**src/rtl/wb_irq_ctrl.sv**
```systemverilog
// rtl/wb_irq_ctrl.sv - Wishbone interrupt controller: source sync, polarity, edge/level pending, mask, priority vector
module wb_irq_ctrl #(
  parameter int          NUM_IRQ     = 32,
  parameter int          SYNC_STAGES = 2,
  parameter logic [31:0] MODE_RST    = 32'h0
) (
  input  logic               clk_i,
  input  logic               nrst_i,
  input  logic [4:0]         wb_adr_i,
  input  logic [31:0]        wb_dat_i,
  input  logic [3:0]         wb_sel_i,
  input  logic               wb_we_i,
  input  logic               wb_cyc_i,
  input  logic               wb_stb_i,
  output logic [31:0]        wb_dat_o,
  output logic               wb_ack_o,
  output logic               wb_err_o,
  output logic               wb_rty_o,
  input  logic [NUM_IRQ-1:0] irq_src_i,
  output logic               irq_o
);

  localparam logic [2:0] REG_STATUS  = 3'd0;
  localparam logic [2:0] REG_MODE    = 3'd1;
  localparam logic [2:0] REG_POLAR   = 3'd2;
  localparam logic [2:0] REG_ENABLE  = 3'd3;
  localparam logic [2:0] REG_PENDING = 3'd4;
  localparam logic [2:0] REG_ACTIVE  = 3'd5;
  localparam logic [2:0] REG_VECTOR  = 3'd6;
  localparam logic [2:0] REG_SWSET   = 3'd7;

  logic [NUM_IRQ-1:0] sync_q [SYNC_STAGES];
  logic [NUM_IRQ-1:0] cond_q;
  logic [NUM_IRQ-1:0] mode_q;
  logic [NUM_IRQ-1:0] polar_q;
  logic [NUM_IRQ-1:0] enable_q;
  logic [NUM_IRQ-1:0] pending_q;
  logic [NUM_IRQ-1:0] cond_next;
  logic [NUM_IRQ-1:0] pending_next;
  logic [NUM_IRQ-1:0] active;
  logic [NUM_IRQ-1:0] wr_bits;
  logic [NUM_IRQ-1:0] w1c;
  logic [NUM_IRQ-1:0] swset;
  logic [2:0]         reg_sel;
  logic               req;
  logic               bad_sel;
  logic               wr_ok;
  logic [4:0]         vec_idx;
  logic [31:0]        rd_data;
  logic               unused_ok;

  assign wb_rty_o  = 1'b0;
  assign unused_ok = ^{wb_adr_i[1:0], wb_dat_i};

  // A new request is accepted only when no ack/err is showing, giving >= 2 cycles per transfer
  assign reg_sel = wb_adr_i[4:2];
  assign req     = wb_cyc_i & wb_stb_i & ~wb_ack_o & ~wb_err_o;
  assign bad_sel = wb_we_i & (wb_sel_i != 4'hF);
  assign wr_ok   = req & wb_we_i & ~bad_sel;
  assign wr_bits = wb_dat_i[NUM_IRQ-1:0];

  assign active    = pending_q & enable_q;
  assign cond_next = sync_q[SYNC_STAGES-1] ^ polar_q;
  assign w1c       = (wr_ok && reg_sel == REG_PENDING) ? wr_bits : '0;
  assign swset     = (wr_ok && reg_sel == REG_SWSET)   ? wr_bits : '0;

  // Edge channels: set (hardware edge or software) overrides a same-cycle W1C
  assign pending_next = (~mode_q & cond_next)
                      | (mode_q & ((cond_next & ~cond_q) | swset | (pending_q & ~w1c)));

  always_comb begin
    vec_idx = '0;
    for (int i = NUM_IRQ - 1; i >= 0; i--) begin
      if (active[i]) vec_idx = 5'(i);
    end
  end

  always_comb begin
    rd_data = '0;
    case (reg_sel)
      REG_STATUS:  rd_data = 32'(cond_q);
      REG_MODE:    rd_data = 32'(mode_q);
      REG_POLAR:   rd_data = 32'(polar_q);
      REG_ENABLE:  rd_data = 32'(enable_q);
      REG_PENDING: rd_data = 32'(pending_q);
      REG_ACTIVE:  rd_data = 32'(active);
      REG_VECTOR:  rd_data = {|active, 26'd0, vec_idx};
      default:     rd_data = '0;
    endcase
  end

  always_ff @(posedge clk_i or negedge nrst_i) begin
    if (!nrst_i) begin
      for (int s = 0; s < SYNC_STAGES; s++) sync_q[s] <= '0;
      cond_q    <= '0;
      pending_q <= '0;
      irq_o     <= 1'b0;
    end else begin
      sync_q[0] <= irq_src_i;
      for (int s = 1; s < SYNC_STAGES; s++) sync_q[s] <= sync_q[s-1];
      cond_q    <= cond_next;
      pending_q <= pending_next;
      irq_o     <= |active;
    end
  end

  always_ff @(posedge clk_i or negedge nrst_i) begin
    if (!nrst_i) begin
      mode_q   <= MODE_RST[NUM_IRQ-1:0];
      polar_q  <= '0;
      enable_q <= '0;
    end else if (wr_ok) begin
      case (reg_sel)
        REG_MODE:   mode_q   <= wr_bits;
        REG_POLAR:  polar_q  <= wr_bits;
        REG_ENABLE: enable_q <= wr_bits;
        default:    ;
      endcase
    end
  end

  // Read data is captured at the request edge, so it reflects state at request time
  always_ff @(posedge clk_i or negedge nrst_i) begin
    if (!nrst_i) begin
      wb_ack_o <= 1'b0;
      wb_err_o <= 1'b0;
      wb_dat_o <= '0;
    end else begin
      wb_ack_o <= req & ~bad_sel;
      wb_err_o <= req & bad_sel;
      wb_dat_o <= (req & ~wb_we_i) ? rd_data : '0;
    end
  end

endmodule

```
**config.mk**
```make
export PLATFORM = sky130hd
export DESIGN_NAME = wb_irq_ctrl
export DESIGN_NICKNAME = d
export VERILOG_FILES = /design/src/rtl/wb_irq_ctrl.sv
export SDC_FILE = /design/constraint.sdc
export NUM_CORES = 1
export LEC_CHECK = 0
export BUFFER_PORTS_ARGS = -buffer_cell sky130_fd_sc_hd__buf_2
export CAP_MARGIN = 20
export CORE_ASPECT_RATIO = 1.75
export CORE_MARGIN = 5
export CORE_UTILIZATION = 50
export CTS_CLUSTER_DIAMETER = 120
export DETAILED_ROUTE_END_ITERATION = 16
export PLACE_DENSITY = 0.77
export RECOVER_POWER = 100
export SYNTH_ARGS = -nofsm -noshare
export SYNTH_HDL_FRONTEND = slang
export SYNTH_SLANG_ARGS = --single-unit
```
**constraint.sdc**
```tcl
create_clock -name clk_i -period 2.73 [get_ports clk_i]
set_clock_uncertainty 0.15 [all_clocks]
set_input_delay 0.273 -clock clk_i [delete_from_list [all_inputs] [get_ports clk_i]]
set_output_delay 0.273 -clock clk_i [all_outputs]
set_load 0.1 [all_outputs]
```
==> flow_metrics.tcl, run 1 <==
set metrics [dict create \
    status "finished clean" \
    p_total_mw 8.12 \
    syn_area_mm2 0.0110 \
    antenna_found_initial 0 \
    worst_pin_slew_ns 1.21 \
    ys_seq_area_frac 0.587 \
    yosysTopAreaCellShare 0.587 \
    fmax_mhz 414 \
    cts_made_buffers 24 \
    gr-total-overflow 0 \
    required_ns 2.99 \
    cp_top_family "simple AND/OR/NAND/NOR gates" \
    dr.first_iter.drc_count 560 \
    drv_slew 0 \
    internal_power_mw 6.16 \
    gp_congestion 0.877 \
    avgSynthCellArea_um2 12.2 \
    vias 8188 \
    htree_levels 1 \
    insertion_delay_ns 0.52 \
    ir_drop_v 0.000586 \
    path_buf_inv 1 \
    ff2ff_path_depth 5 \
    yosysMostFrequentCell "dfrtp_1" \
    start_util 0.504 \
    die_h_um 207 \
    finalSetupViolations 0 \
    cpPeakStageDelay_ns 0.55 \
    fin_area_mm2 0.0135 \
    clk_pin_slew_ns 0.06 \
    grt_pass1_vias 8475 \
    firstDrtPassIters 7 \
    clkPwrFrac 0.403 \
    hpwl_um 19000 \
    critPathLaunchType "flop" \
    synth-async-reset-ratio 1.00 \
    synthFlopType "dfrtp_1" \
    die_area_mm2 0.0253 \
    cts_tree "built" \
    synth-warning-count 0 \
    hp-class "input port to flop" \
    synth_cells 902 \
    area_delta_synth_final_pct 22.2 \
    antenna_left 0 \
    antennaDiodeCount 0 \
    tns_ns 0 \
    track_usage 0.230 \
    port_buffers 110 \
    place_area_mm2 0.0121 \
    power_density_mw_per_mm2 602 \
    worstPathArrival_ns 2.67 \
    crit_path_max_fanout 10 \
    swShare 0.241 \
    ys_seq_elements 259 \
    worstHoldPathCells 4 \
    instances_no_fill 1413 \
    ys_types 53 \
    p_comb_frac 0.093 \
    cp.depth 5 \
    slowest_stage "nor3_1" \
    synth.largest_area_cell "dfrtp_1" \
    dieWidth_um 122 \
    grt_max_degree 85 \
    critPathKind "flop to flop" \
    hold_viol 0 \
    hold_ws_ns 0.159 \
    nets 1179 \
    cts_sinks 259 \
    ys_top_cells_by_area "dfrtp_1 59%, mux2_2 10%, a22o_1 5.6%, nand2_1 4.0%, xor2_1 2.5%" \
    synth_common_cells "259 x dfrtp_1, 119 x nand2_1, 101 x mux2_2, 70 x a22o_1, 39 x nor2_1" \
    min_period_ns 2.41 \
    vias_per_cell 5.79 \
    rsz0062_at_grt "no" \
    relSlewSlack 0.197 \
    route.detailed.drc 0 \
    rows 72 \
    drive_gt1_frac 0.229 \
    nFillCells 1749 \
    synth_nets 980 \
    period_share 0.884 \
    crit_chain "nand4bb_1 > nor3_1 > nand3_1 > clkbuf_2 > mux2_2" \
    wl_per_cell_um 20.2 \
    cts_buffer_depth 3 \
    postCtsSetupBuffers 0 \
    dp_cells 1302 \
    cp-end-kind "flop" \
    ioPinCount 114 \
    maxCapViolations 0 \
    ctsRootBufferMaster "clkbuf_16" \
    power.leakage_nw 6.41 \
    switchingPower_mw 1.96 \
    grt_pass1_wl_um 45300 \
    wl_um 28500 \
    seqPwrFrac 0.504 \
    core_area_mm2 0.0219 \
    synth-edff-count 0 \
]
## layout by cell type (no fill, tap or decap), types with 15 or more instances in the layout
| cell type | instances |
|---|---|
| a21oi_1 | 32 |
| dfrtp_1 | 259 |
| nor2_1 | 39 |
| clkbuf_1 | 40 |
| clkbuf_16 | 25 |
| a22oi_1 | 15 |
| mux2_2 | 101 |
| xor2_1 | 32 |
| a21o_1 | 15 |
| a22o_1 | 70 |
| nand2_1 | 119 |
| buf_2 | 74 |
| buf_4 | 28 |
| dlygate4sd3_1 | 69 |
| mux2i_1 | 26 |
| o21ai_0 | 23 |
## power groups by stage
stage	registers [mW]	clock network, mW	logic [mW]
after floorplan	4.20	0	0.312
after CTS	4.09	3.35	0.762
final	4.09	3.27	0.757
after detailed placement	4.16	0	0.680
after global placement	4.15	0	0.665
after global routing	4.10	3.51	0.819
## worst paths after layout
path	from	to	slack, ns
setup / recovery	wb_err_o	mode_q[0]	0.32
hold / removal	wb_sel_i[0]	wb_err_o	0.16
setup reg to reg	wb_err_o	mode_q[0]	0.32
hold reg to reg	sync_q[53]	sync_q[21]	0.20
max in group asynchronous	nrst_i	sync_q[9]	1.04
min in group asynchronous	nrst_i	sync_q[59]	0.36
## cell families after synthesis
kind of cell / Yosys count / share of synthesized area
buffers and inverters: 51 / 0.0218
AO/OA/AOI/OAI: 225 / 0.154
other: 1 / 0.000340
XOR/XNOR: 32 / 0.0254
AND/OR/NAND/NOR: 207 / 0.0844
flip-flops: 259 / 0.587
multiplexers: 127 / 0.127
## tightest hold or removal path, delay by kind of cell
family                 cells  cell delay (ns)
buffers and inverters      1             0.08
and+or+nand+nor            3             0.44
## state kept, by name, indices dropped and copies added (netlist names)
name	flops
cond_q	32
enable_q	32
irq_o	1
mode_q	32
pending_q	32
polar_q	32
sync_q	64
wb_ack_o	1
wb_dat_o	32
wb_err_o	1
## metal layers
metal,routed length [µm],GRT usage
met5,0,0
met4,1440,0.127
met3,1420,0.0293
met2,14800,0.400
met1,10800,0.275
## stage by stage
| step | setup WS [ns] | utilization |
|---|---|---|
| 2_1_floorplan | 0.254 | - |
| 3_3_place_gp | 0.472 | 0.553 |
| 3_5_place_dp | 0.451 | 0.553 |
| 4_1_cts | 0.498 | 0.620 |
| 5_1_grt | 0.223 | 0.616 |
| 6_report | 0.317 | 0.616 |
## cell type report
cell class	count	area, µm²	share of cell area
Clock buffer	32	692	0.0513
Clock inverter	10	80.1	0.00594
Inverter	6	22.5	0.00167
Multi-Input combinational cell	592	4300	0.319
Sequential cell	259	6480	0.481
Tap cell	296	370	0.0275
Timing Repair Buffer	218	1540	0.114
## what timing repair did
item / in CTS / in global routing
gates resized for setup: 0 / 0
endpoints found under the hold margin: 404 / 0
hold buffers: 69 / 0
Note: power is estimated with default switching activity, not from simulation.
==> inputs of run 2 (changes only) <==
--- a/config.mk
+++ b/config.mk
@@ -9,10 +9,10 @@
 export CAP_MARGIN = 20
 export CORE_ASPECT_RATIO = 1.75
 export CORE_MARGIN = 5
-export CORE_UTILIZATION = 50
+export CORE_UTILIZATION = 36
 export CTS_CLUSTER_DIAMETER = 120
 export DETAILED_ROUTE_END_ITERATION = 16
-export PLACE_DENSITY = 0.77
+export PLACE_DENSITY = 0.61
 export RECOVER_POWER = 100
 export SYNTH_ARGS = -nofsm -noshare
 export SYNTH_HDL_FRONTEND = slang
==> run 2 against run 1 <==
  * Cell count up 6.9%
  * First-iteration DRC count down 9.1%
  * Fmax fell by 1.4%
  * Combinational power rose by 0.8%
  * Worst setup slack lost 0.035 ns
  * Design area is 1.9% higher
  * Via count fell by 2.2%
  * Worst hold slack worse by 0.090 ns
  * Routed wire length up 6.8%
  * Core utilization is 16 points lower
  * Critical path type unchanged
==> flow_metrics.tcl, run 2 (synthesis results as in run 1) <==
set metrics [dict create \
    maxCapViolations 0 \
    period_share 0.897 \
    firstDrtPassIters 5 \
    die_h_um 242 \
    cts_sinks 259 \
    port_buffers 110 \
    swShare 0.238 \
    crit_chain "nand4bb_1 > nor3_1 > nand3_1 > buf_4 > mux2_2" \
    nFillCells 2805 \
    vias_per_cell 5.30 \
    gr-total-overflow 0 \
    track_usage 0.177 \
    core_area_mm2 0.0302 \
    ctsRootBufferMaster "clkbuf_16" \
    cts_made_buffers 25 \
    switchingPower_mw 2.04 \
    drv_slew 0 \
    cts_tree "built" \
    antenna_found_initial 0 \
    clkPwrFrac 0.433 \
    largest_reg_flops 64 \
    fmax_mhz 409 \
    vias 8005 \
    clk_pin_slew_ns 0.06 \
    dp_cells 1397 \
    cts-resized-gates 0 \
    dr.first_iter.drc_count 509 \
    antennaDiodeCount 0 \
    antenna_left 0 \
    p_comb_frac 0.089 \
    multiInputGateArea_mm2 0.00430 \
    worstPathArrival_ns 2.71 \
    layout_common_cells "259 x dfrtp_1, 119 x nand2_1, 101 x mux2_2, 74 x buf_2, 70 x a22o_1" \
    nets 1184 \
    instances_no_fill 1511 \
    die_area_mm2 0.0344 \
    status "finished clean" \
    place_area_mm2 0.0123 \
    route.detailed.drc 0 \
    layout_setup_ws_ns 0.282 \
    relSlewSlack 0.179 \
    required_ns 3.00 \
    power.leakage_nw 6.49 \
    critPathLaunchType "flop" \
    grt_pass1_vias 8493 \
    hpwl_um 20300 \
    largest-register "sync_q" \
    cp-end-kind "flop" \
    post-route-util 0.456 \
    rows 84 \
    dieWidth_um 142 \
    drive_gt1_frac 0.234 \
    power_density_mw_per_mm2 623 \
    insertion_delay_ns 0.53 \
    grt_max_degree 84 \
    min_period_ns 2.45 \
    wl_um 30400 \
    regArea_mm2 0.00648 \
    cts_buffer_depth 3 \
    crit_path_max_fanout 16 \
    ioPinCount 114 \
    critPathKind "flop to flop" \
    place_worst_setup_slack_ns 0.458 \
    fin_area_mm2 0.0137 \
    tns_ns 0 \
    htree_levels 1 \
    gp_congestion 0.853 \
    hold_viol 0 \
    seqPwrFrac 0.478 \
    final_common_cell "dfrtp_1" \
    grt_pass1_wl_um 48100 \
    cpPeakStageDelay_ns 0.61 \
    ir_drop_v 0.000416 \
    worst_pin_slew_ns 1.23 \
    slowest_stage "nor3_1" \
    finalSetupViolations 0 \
    internal_power_mw 6.52 \
    hp-class "input port to flop" \
    wl_per_cell_um 20.1 \
    rsz0062_at_grt "no" \
    start_util 0.366 \
    area_delta_synth_final_pct 24.5 \
]
-- run 2: changes by cell type in the layout (fill, tap and decap cells not counted) --
cell | before | now
buf_4 | 28 | 32
bufinv_16 | 1 | 5
clkbuf_2 | 5 | 2
clkbuf_4 | 0 | 3
clkbuf_8 | 4 | 3
-- run 2: final timing paths --
path	from	to	slack, ns	cells past startpoint
max in group asynchronous	nrst_i	wb_dat_o[15]	0.65	3
max	wb_err_o	mode_q[14]	0.28	5
min	wb_sel_i[0]	wb_err_o	0.07	4
min in group asynchronous	nrst_i	sync_q[57]	0.36	2
min reg2reg	sync_q[56]	sync_q[24]	0.20	0
max reg2reg	wb_err_o	mode_q[14]	0.28	5
-- run 2: layout make-up --
type,instances,area share
clock buffers,31,0.0494
clock inverters,14,0.0146
inverters,6,0.00164
multi-input cells,592,0.313
flip-flops and latches,259,0.472
well taps,387,0.0352
repair buffers,222,0.114
-- run 2: metrics by stage --
stage | hold slack, ns | power (mW)
floorplan | -0.173 | 4.51
global placement | 0.170 | 4.85
detailed placement | 0.169 | 4.86
CTS | 0.0649 | 8.67
global route | 0.127 | 8.88
finish | 0.0693 | 8.56
-- run 2: layer usage --
metal / up-vias / track usage / wire length [µm] / share of wire
li1: 3685 / - / - / -
met1: 4002 / 0.209 / 11600 / 0.38
met2: 241 / 0.320 / 16100 / 0.53
met3: 77 / 0.0199 / 1400 / 0.046
met4: 0 / 0.0750 / 1280 / 0.042
met5: - / 0 / 0 / 0
-- run 2: power groups by stage --
stage | registers, mW | logic, mW | clock network, mW
2_1_floorplan | 4.20 | 0.312 | 0
3_3_place_gp | 4.16 | 0.691 | 0
3_5_place_dp | 4.16 | 0.700 | 0
4_1_cts | 4.09 | 0.783 | 3.80
5_1_grt | 4.10 | 0.831 | 3.94
6_report | 4.09 | 0.763 | 3.71
-- run 2: what timing repair did --
action | CTS | global route
endpoints found under the hold margin | 230 | 0
hold buffers | 69 | 0
buffers inserted | 0 | 0
-- run 2: critical path, delay by kind of cell, from the launching register on --
family / cells / cell delay [ns]
mux: 1 / 0.31
buf+inv: 1 / 0.29
simple gates: 3 / 1.19
flops: 1 / 0.37
==> inputs of run 3 (changes only) <==
--- a/config.mk
+++ b/config.mk
@@ -12,7 +12,9 @@
 export CORE_UTILIZATION = 36
 export CTS_CLUSTER_DIAMETER = 120
 export DETAILED_ROUTE_END_ITERATION = 16
-export PLACE_DENSITY = 0.61
+export GPL_TIMING_DRIVEN = 1
+export HOLD_SLACK_MARGIN = 0.12
+export PLACE_DENSITY_LB_ADDON = 0.25
 export RECOVER_POWER = 100
 export SYNTH_ARGS = -nofsm -noshare
 export SYNTH_HDL_FRONTEND = slang
==> run 3 against run 2 <==
  * Worst setup slack improved by 0.17 ns
  * Via count decreased by 0.39%
  * Core utilization increased by 0.15 points
==> flow_metrics.tcl, run 3 (synthesis results as in run 1) <==
set metrics [dict create \
    status "finished clean" \
    ctsRootBufferMaster "clkbuf_16" \
    clkPwrFrac 0.450 \
    grt_max_degree 78 \
    power.leakage_nw 6.49 \
    cts_made_buffers 25 \
    gr-total-overflow 0 \
    port_buffers 110 \
    required_ns 3.00 \
    core_area_mm2 0.0302 \
    fmax_mhz 440 \
    swShare 0.235 \
    place_area_mm2 0.0122 \
    nFillCells 2799 \
    instances_no_fill 1510 \
    cp-end-kind "flop" \
    grt_pass1_wl_um 48000 \
    cts-resized-gates 0 \
    grt_pass1_vias 8327 \
    hold_ws_ns 0.187 \
    p_total_mw 8.83 \
    insertion_delay_ns 0.54 \
    p_comb_frac 0.087 \
    cts_sinks 259 \
    hold_viol 0 \
    ff2ff_path_depth 6 \
    hpwl_um 20400 \
    worstHoldPathCells 3 \
    fin_area_mm2 0.0138 \
    dr.first_iter.drc_count 525 \
    clk_pin_slew_ns 0.07 \
    min_period_ns 2.28 \
    worstPathArrival_ns 2.55 \
    critPathLaunchType "flop" \
    dieWidth_um 142 \
    area_delta_synth_final_pct 24.9 \
    wl_per_cell_um 20.2 \
    ioPinCount 114 \
    period_share 0.833 \
    track_usage 0.177 \
    die_area_mm2 0.0344 \
    cts_tree "built" \
    worst_pin_slew_ns 1.19 \
    gp_congestion 0.819 \
    die_h_um 242 \
    finalSetupViolations 0 \
    htree_levels 1 \
    drv_slew 0 \
    place_worst_setup_slack_ns 0.521 \
    vias_per_cell 5.28 \
    largest-register "sync_q" \
    vias 7974 \
    power_density_mw_per_mm2 640 \
    ir_drop_v 0.000488 \
    relSlewSlack 0.209 \
    maxCapViolations 0 \
    nets 1182 \
    layout_setup_ws_ns 0.455 \
    route.detailed.drc 0 \
    post-route-util 0.457 \
    firstDrtPassIters 7 \
    cts_buffer_depth 3 \
    start_util 0.366 \
    wl_um 30600 \
    dp_cells 1393 \
    rsz0062_at_grt "no" \
    internal_power_mw 6.75 \
    switchingPower_mw 2.07 \
    layout_common_cells "259 x dfrtp_1, 119 x nand2_1, 101 x mux2_2, 73 x buf_2" \
    critPathKind "flop to flop" \
    drive_gt1_frac 0.232 \
    seqPwrFrac 0.463 \
    final_common_cell "dfrtp_1" \
    antenna_found_initial 1 \
    largest_reg_flops 64 \
    tns_ns 0 \
    crit_path_max_fanout 32 \
    antenna_left 0 \
    rows 84 \
    hp-class "input port to flop" \
]
-- run 3: cell types whose count changed in the layout (fill, tap and decap cells not counted), moves of 2 or more --
cell / delta
bufinv_16: +2
inv_6: +2
clkbuf_4: -2
clkbuf_2: +2
clkinv_2: -5
buf_4: -4
-- run 3: what timing repair did --
action                    in CTS  in global routing
hold buffers                  71                  0
hold endpoints to repair     421                  0
buffers inserted               0                  0
-- run 3: per-layer routing --
metal	up-vias	wire, µm	track usage
met5	-	0	0
met4	0	972	0.0624
met3	53	1450	0.0211
met2	231	16100	0.318
met1	4011	12100	0.217
li1	3679	-	-
-- run 3: worst paths after layout --
| path | slack, ns | from | to |
|---|---|---|---|
| max | 0.45 | wb_err_o | pending_q[30] |
| min | 0.19 | wb_adr_i[3] | wb_dat_o[1] |
| max reg2reg | 0.45 | wb_err_o | pending_q[30] |
| min reg2reg | 0.20 | sync_q[40] | sync_q[8] |
| max in group asynchronous | 0.91 | nrst_i | sync_q[0] |
| min in group asynchronous | 0.47 | nrst_i | pending_q[1] |
-- run 3: final cells by class --
type,instances,area [µm²],share of cell area
flip-flops and latches,259,6480,0.470
repair buffers,220,1550,0.112
well taps,387,484,0.0351
inverters,6,22.5,0.00163
clock buffers,30,684,0.0496
clock inverters,15,269,0.0195
diodes,1,2.50,0.000182
multi-input cells,592,4290,0.311
-- run 3: power groups by stage --
stage | Combinational, mW | Clock (mW) | Sequential [mW]
3_3_place_gp | 0.691 | 0 | 4.16
4_1_cts | 0.788 | 4.08 | 4.09
3_5_place_dp | 0.699 | 0 | 4.16
5_1_grt | 0.837 | 4.20 | 4.11
6_report | 0.763 | 3.97 | 4.09
2_1_floorplan | 0.312 | 0 | 4.20
-- run 3: critical path, stage by stage (launching register included) --
cell       delay (ns)
dfrtp_1          0.38
nand4bb_1        0.32
nor4_1           0.54
buf_12           0.30
nand2_1          0.08
a22o_1           0.22
a22o_1           0.17
